==> src/rtl/rst_seq_pkg.sv <==
// Shared definitions for the reset sequencer: FSM state encoding and a
// counter-width helper.
// Ports: none (package).
package rst_seq_pkg;

  localparam int ST_W = 2;

  localparam logic [ST_W-1:0] ST_HOLD = 2'd0;
  localparam logic [ST_W-1:0] ST_WAIT = 2'd1;
  localparam logic [ST_W-1:0] ST_REL  = 2'd2;
  localparam logic [ST_W-1:0] ST_DONE = 2'd3;

  // Counter width for a counter that must hold values up to v-1.
  // The extra bit keeps the width at least 1 for v==1 and leaves headroom.
  function automatic int cnt_w(input int v);
    return $clog2(v) + 1;
  endfunction

endpackage

==> src/rtl/sync_2ff.sv <==
// Generic 1-bit two-flop synchronizer for a level crossing into clk.
// Ports: clk, rst (sync, active-high), d (async input), q (synchronized, 2-cycle latency).
// Both flops reset to 0 so a freshly reset design always sees the input as deasserted.
module sync_2ff (
  input  logic clk,
  input  logic rst,
  input  logic d,
  output logic q
);

  (* ASYNC = "TRUE" *) logic meta;
  (* ASYNC = "TRUE" *) logic sync;

  always_ff @(posedge clk) begin
    if (rst) begin
      meta <= 1'b0;
      sync <= 1'b0;
    end else begin
      meta <= d;
      sync <= meta;
    end
  end

  assign q = sync;

endmodule

==> src/rtl/reset_seq_ctrl.sv <==
// Power-up / recovery reset sequencer: filters a synchronized PLL lock, then
// releases N_STAGES active-low domain resets one by one, STAGE_DLY cycles apart.
// Ports: sys_clk, sys_rst (sync, active-high), i_pll_locked (async), i_soft_rst,
//        o_rst_n[N_STAGES] (bit 0 first), o_done, o_state, o_timeout.
// Optional macro RST_SEQ_TIMEOUT_EN: bounds WAIT_LOCK to TIMEOUT cycles and
// pulses o_timeout before retrying from HOLD; otherwise o_timeout is tied 0.
module reset_seq_ctrl
  import rst_seq_pkg::*;
#(
  parameter int N_STAGES    = 4,
  parameter int STAGE_DLY   = 16,
  parameter int LOCK_FILTER = 8,
  parameter int TIMEOUT     = 1024
) (
  input  logic                sys_clk,
  input  logic                sys_rst,
  input  logic                i_pll_locked,
  input  logic                i_soft_rst,
  output logic [N_STAGES-1:0] o_rst_n,
  output logic                o_done,
  output logic [ST_W-1:0]     o_state,
  output logic                o_timeout
);

  localparam int FW = cnt_w(LOCK_FILTER);
  localparam int DW = cnt_w(STAGE_DLY);
  localparam int IW = cnt_w(N_STAGES);

  localparam logic [FW-1:0] FILT_LAST = FW'(LOCK_FILTER - 1);
  localparam logic [DW-1:0] DLY_LAST  = DW'(STAGE_DLY - 1);
  localparam logic [IW-1:0] IDX_LAST  = IW'(N_STAGES - 1);

  logic                lock_s;
  logic [ST_W-1:0]     state_q;
  logic [ST_W-1:0]     state_d;
  logic [FW-1:0]       filt_cnt;
  logic [DW-1:0]       dly_cnt;
  logic [IW-1:0]       idx;
  logic [N_STAGES-1:0] rst_n_q;
  logic [N_STAGES-1:0] rst_n_d;
  logic                done_q;
  logic                done_d;

  logic lock_ok;   // filter satisfied this cycle
  logic rel_fire;  // a stage releases on this edge (if not aborted)
  logic rel_last;  // the final stage releases on this edge
  logic abort;     // lock lost or software restart (RELEASE/DONE)
  logic to_fire;   // WAIT_LOCK timeout on this edge

  sync_2ff u_lock_sync (
    .clk (sys_clk),
    .rst (sys_rst),
    .d   (i_pll_locked),
    .q   (lock_s)
  );

  assign lock_ok  = (state_q == ST_WAIT) && lock_s && (filt_cnt == FILT_LAST);
  assign rel_fire = (state_q == ST_REL) && (dly_cnt == DLY_LAST);
  assign rel_last = rel_fire && (idx == IDX_LAST);
  assign abort    = i_soft_rst || !lock_s;

`ifdef RST_SEQ_TIMEOUT_EN
  localparam int TW = cnt_w(TIMEOUT);
  localparam logic [TW-1:0] TO_LAST = TW'(TIMEOUT - 1);

  logic [TW-1:0] to_cnt;
  logic          to_pulse;

  // A successful lock exit wins over a timeout landing on the same cycle.
  assign to_fire = (state_q == ST_WAIT) && (to_cnt == TO_LAST) && !lock_ok;

  always_ff @(posedge sys_clk) begin
    if (sys_rst) begin
      to_cnt   <= '0;
      to_pulse <= 1'b0;
    end else begin
      to_cnt   <= (state_q == ST_WAIT && state_d == ST_WAIT) ? to_cnt + 1'b1 : '0;
      to_pulse <= to_fire;
    end
  end

  assign o_timeout = to_pulse;
`else
  localparam logic [31:0] TIMEOUT_V = 32'(TIMEOUT);
  logic unused_timeout;
  assign unused_timeout = ^TIMEOUT_V;
  assign to_fire   = 1'b0;
  assign o_timeout = 1'b0;
`endif

  // State register; the reset outputs are registered too so that a domain
  // reset never glitches while idx or the state changes.
  always_ff @(posedge sys_clk) begin
    if (sys_rst) begin
      state_q <= ST_HOLD;
      rst_n_q <= '0;
      done_q  <= 1'b0;
    end else begin
      state_q <= state_d;
      rst_n_q <= rst_n_d;
      done_q  <= done_d;
    end
  end

  // Next-state logic. In WAIT_LOCK a low lock only restarts the filter.
  always_comb begin
    state_d = state_q;
    unique case (state_q)
      ST_HOLD: state_d = ST_WAIT;
      ST_WAIT: begin
        if (i_soft_rst)   state_d = ST_HOLD;
        else if (lock_ok) state_d = ST_REL;
        else if (to_fire) state_d = ST_HOLD;
      end
      ST_REL: begin
        if (abort)         state_d = ST_HOLD;
        else if (rel_last) state_d = ST_DONE;
      end
      ST_DONE: begin
        if (abort) state_d = ST_HOLD;
      end
      default: state_d = ST_HOLD;
    endcase
  end

  // Output logic, computed from the next state so outputs change on the same
  // edge as the state. Any move to HOLD re-asserts every domain at once.
  always_comb begin
    rst_n_d = '0;
    done_d  = 1'b0;
    unique case (state_d)
      ST_REL: begin
        rst_n_d = rst_n_q;
        for (int i = 0; i < N_STAGES; i++) begin
          if (rel_fire && (idx == IW'(i))) rst_n_d[i] = 1'b1;
        end
      end
      ST_DONE: begin
        rst_n_d = '1;
        done_d  = 1'b1;
      end
      default: begin
        rst_n_d = '0;
        done_d  = 1'b0;
      end
    endcase
  end

  // Counters clear whenever their state is left, so none can wrap.
  always_ff @(posedge sys_clk) begin
    if (sys_rst) begin
      filt_cnt <= '0;
      dly_cnt  <= '0;
      idx      <= '0;
    end else begin
      filt_cnt <= (state_q == ST_WAIT && state_d == ST_WAIT && lock_s) ?
                  filt_cnt + 1'b1 : '0;
      if (state_q == ST_REL && state_d == ST_REL) begin
        dly_cnt <= rel_fire ? '0 : dly_cnt + 1'b1;
        idx     <= rel_fire ? idx + 1'b1 : idx;
      end else begin
        dly_cnt <= '0;
        idx     <= '0;
      end
    end
  end

  assign o_rst_n = rst_n_q;
  assign o_done  = done_q;
  assign o_state = state_q;

endmodule

==> config.mk <==
export PLATFORM = sky130hd
export DESIGN_NAME = reset_seq_ctrl
export DESIGN_NICKNAME = d
export VERILOG_FILES = /design/src/rtl/rst_seq_pkg.sv /design/src/rtl/sync_2ff.sv /design/src/rtl/reset_seq_ctrl.sv
export SDC_FILE = /design/constraint.sdc
export NUM_CORES = 1
export LEC_CHECK = 0
export ABC_AREA = 1
export CAP_MARGIN = 20
export CORE_MARGIN = 2
export CORE_UTILIZATION = 50
export CTS_BUF_LIST = sky130_fd_sc_hd__clkbuf_8
export DETAILED_ROUTE_END_ITERATION = 6
export GPL_TIMING_DRIVEN = 0
export PLACE_DENSITY = 0.71
export SKIP_CTS_REPAIR_TIMING = 1
export SYNTH_ARGS = -nofsm -noshare
export SYNTH_HDL_FRONTEND = slang
export SYNTH_SLANG_ARGS = --single-unit
==> constraint.sdc <==
create_clock -name sys_clk -period 2.2 [get_ports sys_clk]
set_input_delay 0.66 -clock sys_clk [delete_from_list [all_inputs] [get_ports sys_clk]]
set_output_delay 0.66 -clock sys_clk [all_outputs]
set_load 0.01 [all_outputs]
== Word level (Yosys, flattened, before mapping) ==
Cells that the tools add are included.
Cells by class
  add/subtract/negate cells: 3
  bitwise gates (word level): 2
  multiplexer cells: 12
  equality and inequality tests: 15
  reductions and logical operators: 17
Operators with widths (number)
  1-bit logical AND: 10
  2-bit two-way mux: 5
  2-bit == test, second input constant: 4
  2-bit != test, second input constant: 4
  2-bit one-hot mux with 4 select lines: 1
  4-bit one-hot mux with 2 select lines: 1
  3-bit by 2-bit == test with 1-bit output, second input constant: 2
  5-bit by 1-bit adder with 5-bit output, second input constant: 1
  5-bit by 4-bit == test with 1-bit output, second input constant: 1
  1-bit two-way mux: 5
  4-bit by 1-bit adder with 4-bit output, second input constant: 1
  2-bit by 1-bit == test with 1-bit output, second input constant: 2
  4-bit by 3-bit == test with 1-bit output, second input constant: 1
  2-bit OR reduction: 2
  3-bit by 1-bit adder with 3-bit output, second input constant: 1
  3-bit by 1-bit == test with 1-bit output, second input constant: 1
  3-bit zero test: 1
  3-bit OR reduction: 1
  2-bit zero test: 1
  1-bit NOT: 2
  1-bit zero test: 1
  1-bit logical OR: 1
Word-level totals
  output and inout port bits: 8
  input bits: 4
  bits in registers: 21

== Logic depth before layout (Yosys ltp) ==
  word-level depth: 11
  mapped depth: 10
  depth with buffers taken out: 10

== By module ==
Synthesis repeated with hierarchy kept, for this count alone.
Unflattened totals
  cells, all modules: 108
  area total of the unflattened synthesis: 952.2 um^2
Modules (own cells, without submodules)
  reset_seq_ctrl: times used 1, area each 897.1 um^2, cells an instance 102, seq. area each 380.4 um^2
  sync_2ff: times used 1, area each 55.1 um^2, cells an instance 6, seq. area each 40.0 um^2

== Least setup slack after synthesis ==
OpenSTA, ideal clock, no wires.
  path kind: register -> register
  start: register dly_cnt[0]
  end: register idx[1]
  slack: 558 ps
  data required time: 2084 ps
  cell stages (with the launch flop): 7
  buffers on the path: 0
  period minus slack after synthesis: 1642 ps
  arrival: 1526 ps
  cells stage by stage: dfxtp_1 ha_1 and3_1 ha_1 nand3_2 mux2_2 and2_2
Between the ends
  longest elaborated chain between the ends: 10
RTL lines
  start, declared: RTL line reset_seq_ctrl.sv:37  | logic [DW-1:0] dly_cnt;
  start signal, assigned: RTL line reset_seq_ctrl.sv:159  | dly_cnt <= rel_fire ? '0 : dly_cnt + 1'b1;
  5-bit by 4-bit == test with 1-bit output (*): RTL line reset_seq_ctrl.sv:58  | assign rel_fire = (state_q == ST_REL) && (dly_cnt == DLY_LAST);
  1-bit logical AND (*): RTL line reset_seq_ctrl.sv:58
  1-bit logical AND: RTL line reset_seq_ctrl.sv:59  | assign rel_last = rel_fire && (idx == IDX_LAST);
  2-bit two-way mux: RTL line reset_seq_ctrl.sv:117  | else if (rel_last) state_d = ST_DONE;
  2-bit two-way mux: RTL line reset_seq_ctrl.sv:116  | if (abort) state_d = ST_HOLD;
  2-bit one-hot mux with 4 select lines: RTL line reset_seq_ctrl.sv:108  | unique case (state_q)
  2-bit == test: RTL line reset_seq_ctrl.sv:158  | if (state_q == ST_REL && state_d == ST_REL) begin
  1-bit logical AND: RTL line reset_seq_ctrl.sv:158
  1-bit NOT (no line)
  2-bit OR reduction (no line)
  end signal, assigned: RTL line reset_seq_ctrl.sv:160  | idx <= rel_fire ? idx + 1'b1 : idx;
  end, declared: RTL line reset_seq_ctrl.sv:38  | logic [IW-1:0] idx;
Mark *: on every way between the ends. The rest lies on a longest branch, timed or not.
A chain may end at the register's enable or synchronous reset.

== Worst setup path in the final report ==
  start: register state_q[1], in the netlist o_state[1]
  end: output port o_state[1]
RTL lines
  start, declared: RTL line reset_seq_ctrl.sv:34  | logic [ST_W-1:0] state_q;
  start signal, assigned: RTL line reset_seq_ctrl.sv:99  | state_q <= state_d;
  end, declared: RTL line reset_seq_ctrl.sv:21  | output logic [ST_W-1:0] o_state,
No word-level cell between the ends.

==> run summary <==
Root Buffer: clkbuf_8
via count: 697
initial drt markers: 6
Seq pwr share: 0.578
hpwl dp: 1.16 mm
worst hold margin: 0.402 ns
Worst EP arrival: 1.30 ns
vias in the first global route: 641
Sw Pwr: 146 µW
final slew viol count: 0
# rows: 15
status: finished, final reports clean
Yosys reg bits: 21
Hold Vio Cnt, Final: 0
clock period minus final worst setup slack: 1.96 ns
Fmax achieved: 0.509 GHz
Diodes inserted: 0
Post-Syn Nets: 125
grt total ovfl: 0
clock power share: 0.375
Die Wd: 47.5 µm
layout cell share with drive strength beyond 1: 0.127
WP buf/inv: 1
clk_lat worst skew: 0.26 ns
Setup crit start kind: register
drt pass-1 iters: 3
final WL: 1.56 mm
Via density: 4.62
Power, Total: 668 µW
critical path's top delay family: buffers and inverters
Syn. warnings: 0
Tcrit/Tclk final: 0.893
crit path cell chain: clkdlybuf4s50_1
Synth cell types: 24
Final ANT Viol Nets: 0
io pins: 12
Core Box Area: 1750 µm²
layout net count: 139
H-tree Lvls: 1
combinational share of power: 0.047
clk sinks: 21
largest area contributor in the netlist: dfxtp_1
total CTS buffers: 3
Leak Pwr: 0.000485 µW
endpoints failing setup: 0
Syn-to-layout area delta: 17.7%
Post-Syn Area per Cell: 8.37 µm²
Placer Congestion: 0.717
pwr/cell area: 600 nW/µm²
DRC: 0
antenna violations before repair: 0
critical path's largest stage delay: 0.59 ns
Die H: 47.5 µm
max-cap violations: 0
first-pass GRT wire length: 2.56 mm
pin count of the biggest net entering global routing: 13
mapped cell area: 946 µm²
Yosys top cell area share: 0.444
Clock Skew: 0.00286 ns
CP Data Required Time: 1.54 ns
maximum VDD drop: 471 µV
Seq/Total Area, Yosys: 0.444
Die ar.: 2260 µm²
synthesized instance count: 113
buffer depth of the longest clock path: 2
crit-path max FO: 6
Port Buffers: 9
initial core utilization: 0.542
RSZ-0062 raised after global routing: false
Crit-path slowest cell: clkdlybuf4s50_1
Internal: 522 µW
Worst Setup Path Type: reg2out
Crit. End Element: output pin
DR WL/cell: 10.3 µm
setup TNS: 0 ns
clk slew on worst S/H paths: 0.08 ns
All-Layer GR Usage: 0.169
Synth area leaders: dfxtp_1 (44%), ha_1 (11%), nor2_1 (7.5%)
switching share of total power: 0.218
CTS tree: yes
Min-Delay Path Class: reg2reg
-- flip-flops by register name, summed over array words and instances (netlist names) --
signal            flops
u_lock_sync.meta      1
filt_cnt              4
idx                   3
u_lock_sync.q         1
o_done                1
dly_cnt               5
o_rst_n               4
o_state               2
-- power by group through the flow --
| stage | logic, µW | registers, µW | clock network [µW] |
|---|---|---|---|
| 2_1_floorplan | 20.1 | 395 | 0 |
| 6_report | 31.5 | 386 | 250 |
| 3_5_place_dp | 31.2 | 395 | 0 |
| 3_3_place_gp | 30.4 | 395 | 0 |
| 5_1_grt | 36.0 | 386 | 275 |
| 4_1_cts | 31.6 | 386 | 253 |
-- worst reg2reg max path, delay by kind of cell (launching register included) --
family        cells  cell delay (ns)
simple gates      8             0.95
flops             1             0.33
fa+ha+maj         2             0.43
-- cell type report --
class	instances	area [µm²]
clock buffers	3	41.3
flip-flops and latches	21	420
well taps	25	31.3
clock inverters	1	5.00
inverters	17	63.8
multi-input cells	73	450
fillers	160	632
plain buffers	2	11.3
repair buffers	9	90.1
-- routing by layer --
metal	global-route usage	routed length, µm
met1	0.195	669
met2	0.295	820
met3	0.0453	49
met4	0.0667	17
met5	0	0
-- cell usage after synthesis --
library cell,number
xnor2_1,2
dfxtp_1,21
inv_2,1
mux2_2,1
nor2_1,19
inv_1,16
ha_1,8
nand3_4,1
nand4_1,1
and2_2,1
nand2_1,12
nor3_1,5
clkbuf_1,1
xor2_1,3
nor2_2,2
nand3_1,6
o21ai_0,1
nand3_2,1
and3_1,1
buf_4,1
o21bai_1,3
nand2_2,4
conb_1,1
nor3b_1,1
-- layout by cell type (no fill, tap or decap), types with 2 or more instances in the layout --
cell             count
nand2_1             12
nor2_2               2
nand2_2              4
inv_1               16
clkdlybuf4s50_1      9
xor2_1               3
nor3_1               5
o21bai_1             3
nand3_1              6
dfxtp_1             21
nor2_1              19
ha_1                 8
clkbuf_8             3
xnor2_1              2
-- worst paths after layout --
check	startpoint	endpoint	slack (ns)	cells past startpoint
setup / recovery	o_state[1]	o_state[1]	0.24	1
hold / removal	u_lock_sync.meta	u_lock_sync.q	0.40	2
setup reg to reg	dly_cnt[0]	dly_cnt[0]	0.45	10
hold reg to reg	u_lock_sync.meta	u_lock_sync.q	0.40	2
-- cells by family after synthesis --
kind of cell | synth area share
AOI/OAI and AO/OA | 0.0291
and+or+nand+nor | 0.279
DFF | 0.444
muxes | 0.0119
xor gates and xnor gates | 0.0463
buffers and inverters | 0.0794
other | 0.00396
adders and majority gates | 0.106
-- through the flow --
stage | util | setup WS [ns] | cell area (µm²) | std cells
finish | 0.638 | 0.235 | 1110 | 151
detailed placement | 0.611 | 0.340 | 1070 | 147
CTS | 0.638 | 0.238 | 1110 | 151
global placement | 0.611 | 0.344 | 1070 | 147
floorplan | - | 0.558 | 946 | 113
global route | 0.638 | 0.193 | 1110 | 151
Note: power is estimated with default switching activity, not from simulation.
